`src/rtl/sram_ctrl_pkg.sv`:
```
// Shared types and elaboration helpers for the asynchronous SRAM controller.
// Imported by the top and the wait-counter sub-module.
package sram_ctrl_pkg;

  localparam int BYTE_W = 8;

  typedef enum logic [2:0] {
    ST_IDLE,
    ST_READ,
    ST_WR_SETUP,
    ST_WR_PULSE,
    ST_WR_HOLD
  } state_t;

  // A counter must hold at least one bit even when the maximum wait is zero.
  function automatic int ctr_width(input int max_val);
    return (max_val < 1) ? 1 : $clog2(max_val + 1);
  endfunction

  function automatic int max2(input int a, input int b);
    return (a > b) ? a : b;
  endfunction

endpackage

```
`src/rtl/sram_ctrl_wait_ctr.sv`:
```
// Loadable down-counter that saturates at zero and flags when it is there.
// Used for both the access-phase timing and the post-read turnaround.
module sram_ctrl_wait_ctr
  import sram_ctrl_pkg::*;
#(
  parameter int W = 1
) (
  input  logic         clk,
  input  logic         rst_n,
  input  logic         load,
  input  logic [W-1:0] load_val,
  output logic         zero
);

  logic [W-1:0] count_reg;

  always_ff @(posedge clk or negedge rst_n) begin
    if (!rst_n) begin
      count_reg <= '0;
    end else if (load) begin
      count_reg <= load_val;
    end else if (count_reg != '0) begin
      count_reg <= count_reg - 1'b1;
    end
  end

  assign zero = (count_reg == '0);

endmodule

```
`src/rtl/sram_async_ctrl.sv`:
```
// Single-outstanding request port to asynchronous SRAM pin sequencer.
// Every pad-facing output is registered; strobes are derived from the next state.
module sram_async_ctrl
  import sram_ctrl_pkg::*;
#(
  parameter int W_DATA       = 16,
  parameter int W_ADDR       = 18,
  parameter int N_RD_WAIT    = 1,
  parameter int N_WR_WAIT    = 0,
  parameter int N_TURNAROUND = 1
) (
  input  logic                     clk,
  input  logic                     rst_n,
  input  logic                     req_valid,
  output logic                     req_ready,
  input  logic                     req_write,
  input  logic [W_ADDR-1:0]        req_addr,
  input  logic [W_DATA-1:0]        req_wdata,
  input  logic [W_DATA/BYTE_W-1:0] req_bytemask,
  output logic                     rsp_valid,
  output logic [W_DATA-1:0]        rsp_rdata,
  output logic [W_ADDR-1:0]        sram_a,
  output logic [W_DATA-1:0]        sram_dq_out,
  output logic                     sram_dq_oe,
  input  logic [W_DATA-1:0]        sram_dq_in,
  output logic                     sram_csn,
  output logic                     sram_oen,
  output logic                     sram_wen,
  output logic [W_DATA/BYTE_W-1:0] sram_ben_n
);

  localparam int W_BEN = W_DATA / BYTE_W;
  localparam int W_ACC = ctr_width(max2(N_RD_WAIT, N_WR_WAIT));
  localparam int W_TA  = ctr_width(N_TURNAROUND);

  if (W_DATA % BYTE_W != 0 || W_DATA < BYTE_W) begin : g_bad_wdata
    $error("sram_async_ctrl: W_DATA must be a non-zero multiple of 8");
  end
  if (W_ADDR < 1) begin : g_bad_waddr
    $error("sram_async_ctrl: W_ADDR must be at least 1");
  end

  state_t             state_reg, state_next;
  logic               accept, rd_done;
  logic               acc_load, acc_zero, ta_load, ta_zero;
  logic [W_ACC-1:0]   acc_load_val;

  logic               csn_reg, csn_next, oen_reg, oen_next, wen_reg, wen_next;
  logic               dq_oe_reg, dq_oe_next, rsp_valid_reg, rsp_valid_next;
  logic [W_BEN-1:0]   ben_n_reg, ben_n_next;
  logic [W_ADDR-1:0]  a_reg, a_next;
  logic [W_DATA-1:0]  dq_out_reg, dq_out_next, rdata_reg, rdata_next;

  // Writes wait out the turnaround so the pads never fight the SRAM's output drivers.
  assign req_ready = (state_reg == ST_IDLE) && !(req_write && !ta_zero);
  assign accept    = req_valid && req_ready;
  assign rd_done   = (state_reg == ST_READ) && acc_zero;

  assign acc_load     = (accept && !req_write) || (state_reg == ST_WR_SETUP);
  assign acc_load_val = (state_reg == ST_WR_SETUP) ? W_ACC'(N_WR_WAIT) : W_ACC'(N_RD_WAIT);
  assign ta_load      = rd_done;

  sram_ctrl_wait_ctr #(.W(W_ACC)) u_acc_ctr (
    .clk      (clk),
    .rst_n    (rst_n),
    .load     (acc_load),
    .load_val (acc_load_val),
    .zero     (acc_zero)
  );

  sram_ctrl_wait_ctr #(.W(W_TA)) u_ta_ctr (
    .clk      (clk),
    .rst_n    (rst_n),
    .load     (ta_load),
    .load_val (W_TA'(N_TURNAROUND)),
    .zero     (ta_zero)
  );

  always_ff @(posedge clk or negedge rst_n) begin
    if (!rst_n) begin
      state_reg     <= ST_IDLE;
      csn_reg       <= 1'b1;
      oen_reg       <= 1'b1;
      wen_reg       <= 1'b1;
      dq_oe_reg     <= 1'b0;
      ben_n_reg     <= '1;
      a_reg         <= '0;
      dq_out_reg    <= '0;
      rsp_valid_reg <= 1'b0;
      rdata_reg     <= '0;
    end else begin
      state_reg     <= state_next;
      csn_reg       <= csn_next;
      oen_reg       <= oen_next;
      wen_reg       <= wen_next;
      dq_oe_reg     <= dq_oe_next;
      ben_n_reg     <= ben_n_next;
      a_reg         <= a_next;
      dq_out_reg    <= dq_out_next;
      rsp_valid_reg <= rsp_valid_next;
      rdata_reg     <= rdata_next;
    end
  end

  always_comb begin
    state_next = state_reg;
    unique case (state_reg)
      ST_IDLE:     if (accept) state_next = req_write ? ST_WR_SETUP : ST_READ;
      ST_READ:     if (acc_zero) state_next = ST_IDLE;
      ST_WR_SETUP: state_next = ST_WR_PULSE;
      ST_WR_PULSE: if (acc_zero) state_next = ST_WR_HOLD;
      ST_WR_HOLD:  state_next = ST_IDLE;
      default:     state_next = ST_IDLE;
    endcase
  end

  // Address and data only change on acceptance, so WEn can never fall with them.
  always_comb begin
    csn_next       = (state_next == ST_IDLE);
    oen_next       = (state_next != ST_READ);
    wen_next       = (state_next != ST_WR_PULSE);
    dq_oe_next     = (state_next == ST_WR_SETUP) || (state_next == ST_WR_PULSE) ||
                     (state_next == ST_WR_HOLD);
    rsp_valid_next = rd_done || (state_reg == ST_WR_HOLD);
    ben_n_next     = (state_next == ST_IDLE) ? '1 : ben_n_reg;
    a_next         = a_reg;
    dq_out_next    = dq_out_reg;
    rdata_next     = rd_done ? sram_dq_in : rdata_reg;
    if (accept) begin
      a_next = req_addr;
      if (req_write) begin
        dq_out_next = req_wdata;
        ben_n_next  = ~req_bytemask;
      end else begin
        ben_n_next  = '0;
      end
    end
  end

  assign sram_csn    = csn_reg;
  assign sram_oen    = oen_reg;
  assign sram_wen    = wen_reg;
  assign sram_dq_oe  = dq_oe_reg;
  assign sram_ben_n  = ben_n_reg;
  assign sram_a      = a_reg;
  assign sram_dq_out = dq_out_reg;
  assign rsp_valid   = rsp_valid_reg;
  assign rsp_rdata   = rdata_reg;

endmodule

```
`config.mk`:
```
export PLATFORM = sky130hd
export DESIGN_NAME = sram_async_ctrl
export DESIGN_NICKNAME = d
export VERILOG_FILES = /design/src/rtl/sram_ctrl_pkg.sv /design/src/rtl/sram_ctrl_wait_ctr.sv /design/src/rtl/sram_async_ctrl.sv
export SDC_FILE = /design/constraint.sdc
export NUM_CORES = 1
export LEC_CHECK = 0
export ABC_AREA = 1
export BUFFER_PORTS_ARGS = -buffer_cell sky130_fd_sc_hd__buf_2
export CAP_MARGIN = 20
export CORE_ASPECT_RATIO = 0.9
export CORE_MARGIN = 2
export CORE_UTILIZATION = 47
export CTS_CLUSTER_SIZE = 10
export DETAILED_ROUTE_END_ITERATION = 6
export GPL_TIMING_DRIVEN = 0
export PLACE_DENSITY = 0.81
export SLEW_MARGIN = 20
export SYNTH_ARGS = -nofsm -noshare
export SYNTH_HDL_FRONTEND = slang
export SYNTH_SLANG_ARGS = --single-unit
```
`constraint.sdc`:
```
create_clock -name clk -period 2.43 [get_ports clk]
set_clock_uncertainty 0.15 [all_clocks]
set_input_delay 0.486 -clock clk [delete_from_list [all_inputs] [get_ports clk]]
set_output_delay 0.486 -clock clk [all_outputs]
set_load 0.02 [all_outputs]
```
==> metrics.cfg, run 1 <==
[yosys]
netlist_area_mm2 = 0.002391
synth_top_area_share_pct = 59.65
synth_nets = 286
synth-simple-area-share_pct = 22.71
yosysWarnings = 0
synth_top_family_by_area = simple AND/OR/NAND/NOR gates
yosysMostFrequentCell = nand2_1
syn_inst = 230
synth_seq_cells = 62
async_flop_share_pct = 100.0
ys_seq_area_share_pct = 65.15
synth-xor-area-share_pct = 0
synth.avg_cell_area_um2 = 10.40
synth_cell_types = 22
synth_top_area_cell = dfrtp_1
ys.flop_type = dfrtp_1
synth_edf_count = 0
synth_area_leaders = dfrtp_1 60%, nand2_1 18%, dfstp_2 5.5%
synth_compound_area_share_pct = 1.204
synth_mux_area_share_pct = 7.535
synthTopCellsByCount = 115 x nand2_1, 57 x dfrtp_1, 10 x inv_1, 10 x mux2_1, 6 x mux2_2
synth_fa_ha_area_share_pct = 0

[global_routing]
track_usage_pct = 19.19
grt_use_met3_pct = 6.801
antenna_found_initial = 0
busiest_layer = met2
grt_overflow = 0
grt.met2_usage_pct = 31.64
grt_pass1_wl_um = 8259
met1_usage_pct = 22.62
grt_pass1_vias = 1941
grt_max_degree = 63

[setup_path]
regToRegStartpoint = state_reg[2]$_DFF_PN0_
worstSetupPathType = reg2out
cp_top_family = flip-flops
critPathBufInv = 1
cp-start-kind = flop
crit_slowest_cell = dfrtp_1
worst_ep_required_time_ps = 1790
cp_cell_sequence = nor2_4, nand2_1, nor2_1, buf_2
crit_fanout = 5
critPathMaxStageDelay_ps = 440
endpoint_kind = output pin
arrival_ps = 1250
startpoint = state_reg[1]$_DFF_PN0_
r2r_slack_ps = 640

[routing]
vias = 1936
drt-initial-drc-count = 74
drt-vias-per-instance = 4.566
first_pass_iters = 4
ant_nets = 0
wirelength_um = 4927
drc_errors = 0
wl_per_cell_um = 11.62

[placed_design]
hpwl_um = 3595
gp_congestion = 0.7712
port_buffers = 113

[clocking]
postCtsResizedCells = 0
clk_path_buf_depth = 2
postCtsSetupRepairBufs = 0
ctsHoldBuffers = 0
cts_tree = built
insertion_delay_ps = 330
cts_inserted_buffers = 9
cts.sinks = 62
clk_root_buffer_cell = clkbuf_8
clkTransAtPathRegs_ps = 60
h-tree-depth = 3

[min_path]
min_path_type = in2async

[sta]
hold_violations = 0
fin_crit_ps = 1883
fmax_ghz = 0.5311
tns_ps = 0
max_slew_margin_pct = 49.82
slew_viol_final = 0
fin_crit_sh_pct = 77.48
setup_viol = 0
tightest_slew_ps = 752.7
rsz0062_at_grt = no

[final_layout]
largest_reg_flops = 18
diodes = 0
final_nets = 410
layout-drive-gt1-share_pct = 41.50
layout-area-overhead-vs-synth_pct = 34.75

[die]
core_mm2 = 0.004865
floorplan.io_pins = 114
die-height_um = 71.67
die_width_um = 79.19
die_area_mm2 = 0.005675
rows = 24
start_util_pct = 49.15

[status]
status = finished, final reports clean

[flow_run]
maxCapViolCount = 0

[power_and_ir_drop]
p_per_area_mw_per_mm2 = 1447
ir_drop_mv = 0.8381
p_leak_uw = 0.001845
power_uw = 4663

-- layer usage --
| metal | part of all wire [%] | up-vias |
|---|---|---|
| li1 | - | 959 |
| met1 | 44 | 887 |
| met2 | 47 | 81 |
| met3 | 7.2 | 9 |
| met4 | 2.0 | 0 |
| met5 | 0 | - |
-- where the power goes --
| group | internal [µW] | switching (µW) | total, µW | leakage (µW) |
|---|---|---|---|---|
| sequential | 1550 | 243 | 1800 | 0.000754 |
| clock | 454 | 351 | 805 | 0.0000937 |
| combinational | 718 | 1350 | 2060 | 0.000998 |
| total | 2720 | 1940 | 4660 | 0.00185 |
-- per-stage QoR --
stage	instances	utilization, %	area [µm²]	hold WS [ps]	setup slack [ps]
after floorplan	230	-	2391	40.41	761.4
after global placement	408	62.45	3038	306.0	510.7
after detailed placement	408	62.50	3040	310.6	489.0
after CTS	424	66.23	3222	103.5	522.2
after global routing	424	66.23	3222	131.4	455.8
final	424	66.23	3222	67.07	547.1
-- logic make-up after synthesis --
logic type | count (synthesis)
AO/OA/AOI/OAI | 5
buffers and inverters | 18
flip-flops | 62
multiplexers | 16
AND/OR/NAND/NOR | 129
-- worst paths after layout --
path / to / cells after the start
setup / recovery: req_ready / 4
min in group clk: rsp_rdata[14]$_DFFE_PN0P_ / 3
hold reg to reg: rsp_rdata[4]$_DFFE_PN0P_ / 2
max in group asynchronous: sram_a[17]$_DFFE_PN0N_ / 1
setup reg to reg: sram_dq_out[10]$_DFFE_PN0P_ / 5
hold / removal: sram_dq_out[4]$_DFFE_PN0P_ / 1
-- cell usage in the layout (no fill, tap or decap), drive strengths merged --
cell type | netlist | routed
buf | 4 | 117
nand2 | 116 | 116
dfrtp | 57 | 57
clkbuf | 3 | 18
mux2 | 16 | 16
inv | 11 | 11
nor2 | 8 | 8
dfstp | 5 | 5
nand3 | 4 | 4
a21oi | 2 | 2
o21ai | 2 | 2
nand4 | 1 | 1
a41oi | 1 | 1
clkinv | 0 | 1
-- final cells by class --
cell class	instances	area [µm²]
Multi-Input combinational cell	150	752.0
Tap cell	65	81.33
Timing Repair Buffer	113	568.0
Buffer	7	40.04
Inverter	11	41.29
Clock inverter	1	5.005
Fill cell	413	1643
Clock buffer	15	176.4
Sequential cell	62	1558
(Power assumes the default switching activity.)
==> run 2, diff against run 1 <==
--- a/config.mk
+++ b/config.mk
@@ -10,11 +10,11 @@
 export CAP_MARGIN = 20
 export CORE_ASPECT_RATIO = 0.9
 export CORE_MARGIN = 2
-export CORE_UTILIZATION = 47
+export CORE_UTILIZATION = 41
 export CTS_CLUSTER_SIZE = 10
 export DETAILED_ROUTE_END_ITERATION = 6
 export GPL_TIMING_DRIVEN = 0
-export PLACE_DENSITY = 0.81
+export PLACE_DENSITY = 0.75
 export SLEW_MARGIN = 20
 export SYNTH_ARGS = -nofsm -noshare
 export SYNTH_HDL_FRONTEND = slang
==> constraint.sdc (replaced) <==
create_clock -name clk -period 1.7 [get_ports clk]
set_clock_uncertainty 0.15 [all_clocks]
set_input_delay 0.34 -clock clk [delete_from_list [all_inputs] [get_ports clk]]
set_output_delay 0.34 -clock clk [all_outputs]
set_load 0.02 [all_outputs]
==> run 2 against run 1 <==
- the run now ends with negative setup slack left
- routed wire length fell by 1.8%
- power rose by 50%
- critical endpoint unchanged
- first-iteration DRC count fell by 43%
- cell count rose by 2.4%
- die area rose by 14%
- critical path depth did not move
- sequential share of layout area fell by 1.6 points
- worst hold slack got worse by 16 ps
- sequential cell count did not move
- global-route usage fell by 2.8 points
==> metrics.cfg, run 2 (synthesis results as in run 1) <==
[power_and_ir_drop]
p_per_area_mw_per_mm2 = 2098  ; +45%
power_uw = 6997  ; +50%
ir_drop_mv = 1.005  ; +20%
pwr-share-clk_pct = 19.8  ; +2.5 points
switchingPower_uw = 2803  ; +45%
switching_share_pct = 40.05  ; -1.5 points
seqPwrFrac_pct = 36.4  ; -2.1 points
pwr-share-comb_pct = 43.8  ; -0.4 points
p_leak_uw = 0.001894  ; +2.6%
p_int_uw = 4194  ; +54%

[setup_path]
arrival_ps = 1220  ; -30 ps
critPathBufInv = 1  ; unchanged
cp_top_family = flip-flops
crit_cells = 4  ; unchanged
crit_slowest_cell = dfrtp_2
critPathMaxStageDelay_ps = 430  ; about the same
worst_ep_required_time_ps = 1210  ; -580 ps
cp-start-kind = flop
worstSetupPathType = reg2out
r2r_slack_ps = 80  ; -560 ps
cp_cell_sequence = nor2_4, nand2_1, nor2_1, buf_4
endpoint_kind = output pin
crit_fanout = 3  ; -2
reg2regPathDepth = 5  ; unchanged

[die]
floorplan.io_pins = 114  ; unchanged
die_area_mm2 = 0.006459  ; +14%
core_mm2 = 0.005660  ; +16%
rows = 26  ; +8.3%
start_util_pct = 42.24  ; -6.9 points
die_width_um = 84.50  ; +6.7%
die-height_um = 76.45  ; +6.7%

[sta]
timing.final.ws_setup_ps = -6.946  ; -554.1 ps
fin_crit_sh_pct = 100.4
fin_crit_ps = 1707
max_slew_margin_pct = 49.89  ; +0.072 points
setup_viol = 1  ; +1
tightest_slew_ps = 751.7  ; -1.076 ps
fmax_ghz = 0.5858
hold_violations = 0  ; unchanged
slew_viol_final = 0  ; unchanged
hold_slack_ps = 51.41  ; -15.67 ps
tns_ps = -6.946  ; -6.946 ps
rsz0062_at_grt = yes

[status]
violations = negative setup slack
status = finished, violations left

[flow_run]
maxCapViolCount = 0  ; unchanged

[routing]
wirelength_um = 4837  ; -1.8%
wl_per_cell_um = 11.15  ; -4.1%
vias = 1914  ; -1.1%
ant_nets = 0  ; unchanged
drt-vias-per-instance = 4.410  ; -3.4%
drc_errors = 0  ; unchanged
drt-initial-drc-count = 42  ; -43%
first_pass_iters = 4  ; unchanged

[final_layout]
most-common-layout-cells = 115 x nand2_1, 112 x buf_2, 55 x dfrtp_1, 10 x mux2_1, 10 x clkbuf_8
layout-area-overhead-vs-synth_pct = 39.51
final_common_cell = nand2_1
n_fill_cell = 514  ; +24%
layout-drive-gt1-share_pct = 43.68  ; +2.2 points
largest_reg_flops = 18  ; unchanged
final_nets = 415  ; +1.2%
diodes = 0  ; unchanged
layout.cells.non_filler = 434  ; +2.4%

[clocking]
h-tree-depth = 3  ; unchanged
insertion_delay_ps = 330  ; about the same
cts.sinks = 62  ; unchanged
cts_inserted_buffers = 9  ; unchanged
cts_tree = built
clk_path_buf_depth = 2  ; unchanged
clkTransAtPathRegs_ps = 70  ; about the same
clk_root_buffer_cell = clkbuf_8

[placed_design]
hpwl_um = 3542  ; -1.5%
port_buffers = 113  ; unchanged
place_ws_ps = -108.6  ; -597.6 ps
gp_congestion = 0.7147  ; -7.3%
placedCellCount = 413  ; +1.2%

[min_path]
min_path_type = in2reg
min_path_cells = 3

[global_routing]
grt_max_degree = 63  ; unchanged
grt_pass1_wl_um = 8390  ; +1.6%
grt_pass1_vias = 1915  ; -1.3%
track_usage_pct = 16.42  ; -2.8 points
antenna_found_initial = 0  ; unchanged
grt_overflow = 0  ; unchanged

-- run 2: changes by cell type in the layout (fill, tap and decap cells not counted), sizes merged --
cell / change
buf: +3
bufinv: +2
clkbuf: -2
clkinv: +1
dlygate4sd3: +1
-- run 2: final timing paths --
kind                                        startpoint                          to
worst max register to register  state_reg[0]$_DFF_PN0_  sram_dq_out[6]$_DFFE_PN0P_
worst min register to register   sram_a[7]$_DFFE_PN0N_       sram_a[7]$_DFFE_PN0N_
max in group asynchronous                        rst_n      state_reg[1]$_DFF_PN0_
min in group asynchronous                        rst_n  sram_dq_out[8]$_DFFE_PN0P_
worst max-delay path            state_reg[0]$_DFF_PN0_                   req_ready
worst min-delay path                     sram_dq_in[3]    rsp_rdata[3]$_DFFE_PN0P_
-- run 2: area by class of cell --
class	instances	area (µm²)	share of cell area, %
inverter	11	43.79	1.313
timing repair buffer	118	623.1	18.68
tap	70	87.58	2.626
clock inverter	4	70.07	2.101
sequential	62	1560	46.77
multi-input combinational	150	757.0	22.69
buffer	7	48.80	1.463
clock buffer	12	145.1	4.351
-- run 2: power groups by stage --
stage | combinational (µW) | clock (µW) | sequential, µW
floorplan | 1120 | 0 | 3410
global placement | 2920 | 0 | 2560
detailed placement | 3000 | 0 | 2580
CTS | 3100 | 1430 | 2550
global route | 3410 | 1500 | 2640
finish | 3070 | 1380 | 2550
-- run 2: worst register-to-register path, stage by stage, from the launching register on --
cell and delay [ps]:
dfrtp_2 430, nor2_4 160, nand4_4 130, nor2_8 150
buf_8 150, mux2_1 330
-- run 2: repair_timing --
item,4_1_cts,5_1_grt
buffers inserted,4,0
resized for setup,4,8
pin swaps,2,2
hold endpoints to repair,57,0
endpoints found under the setup margin,11,19
hold buffers,1,0
-- run 2: metal layers --
| metal | vias up | share of wire, % | global-route usage, % |
|---|---|---|---|
| li1 | 972 | - | - |
| met1 | 862 | 43 | 18.68 |
| met2 | 73 | 47 | 28.11 |
| met3 | 7 | 8.5 | 7.367 |
| met4 | 0 | 0.93 | 4.286 |
| met5 | - | 0 | 0 |
-- run 2: stage by stage --
stage / cell area, µm² / util [%]
2_1_floorplan: 2391 / -
3_3_place_gp: 3044 / 53.78
3_5_place_dp: 3047 / 53.82
4_1_cts: 3319 / 58.64
5_1_grt: 3336 / 58.93
6_report: 3336 / 58.93
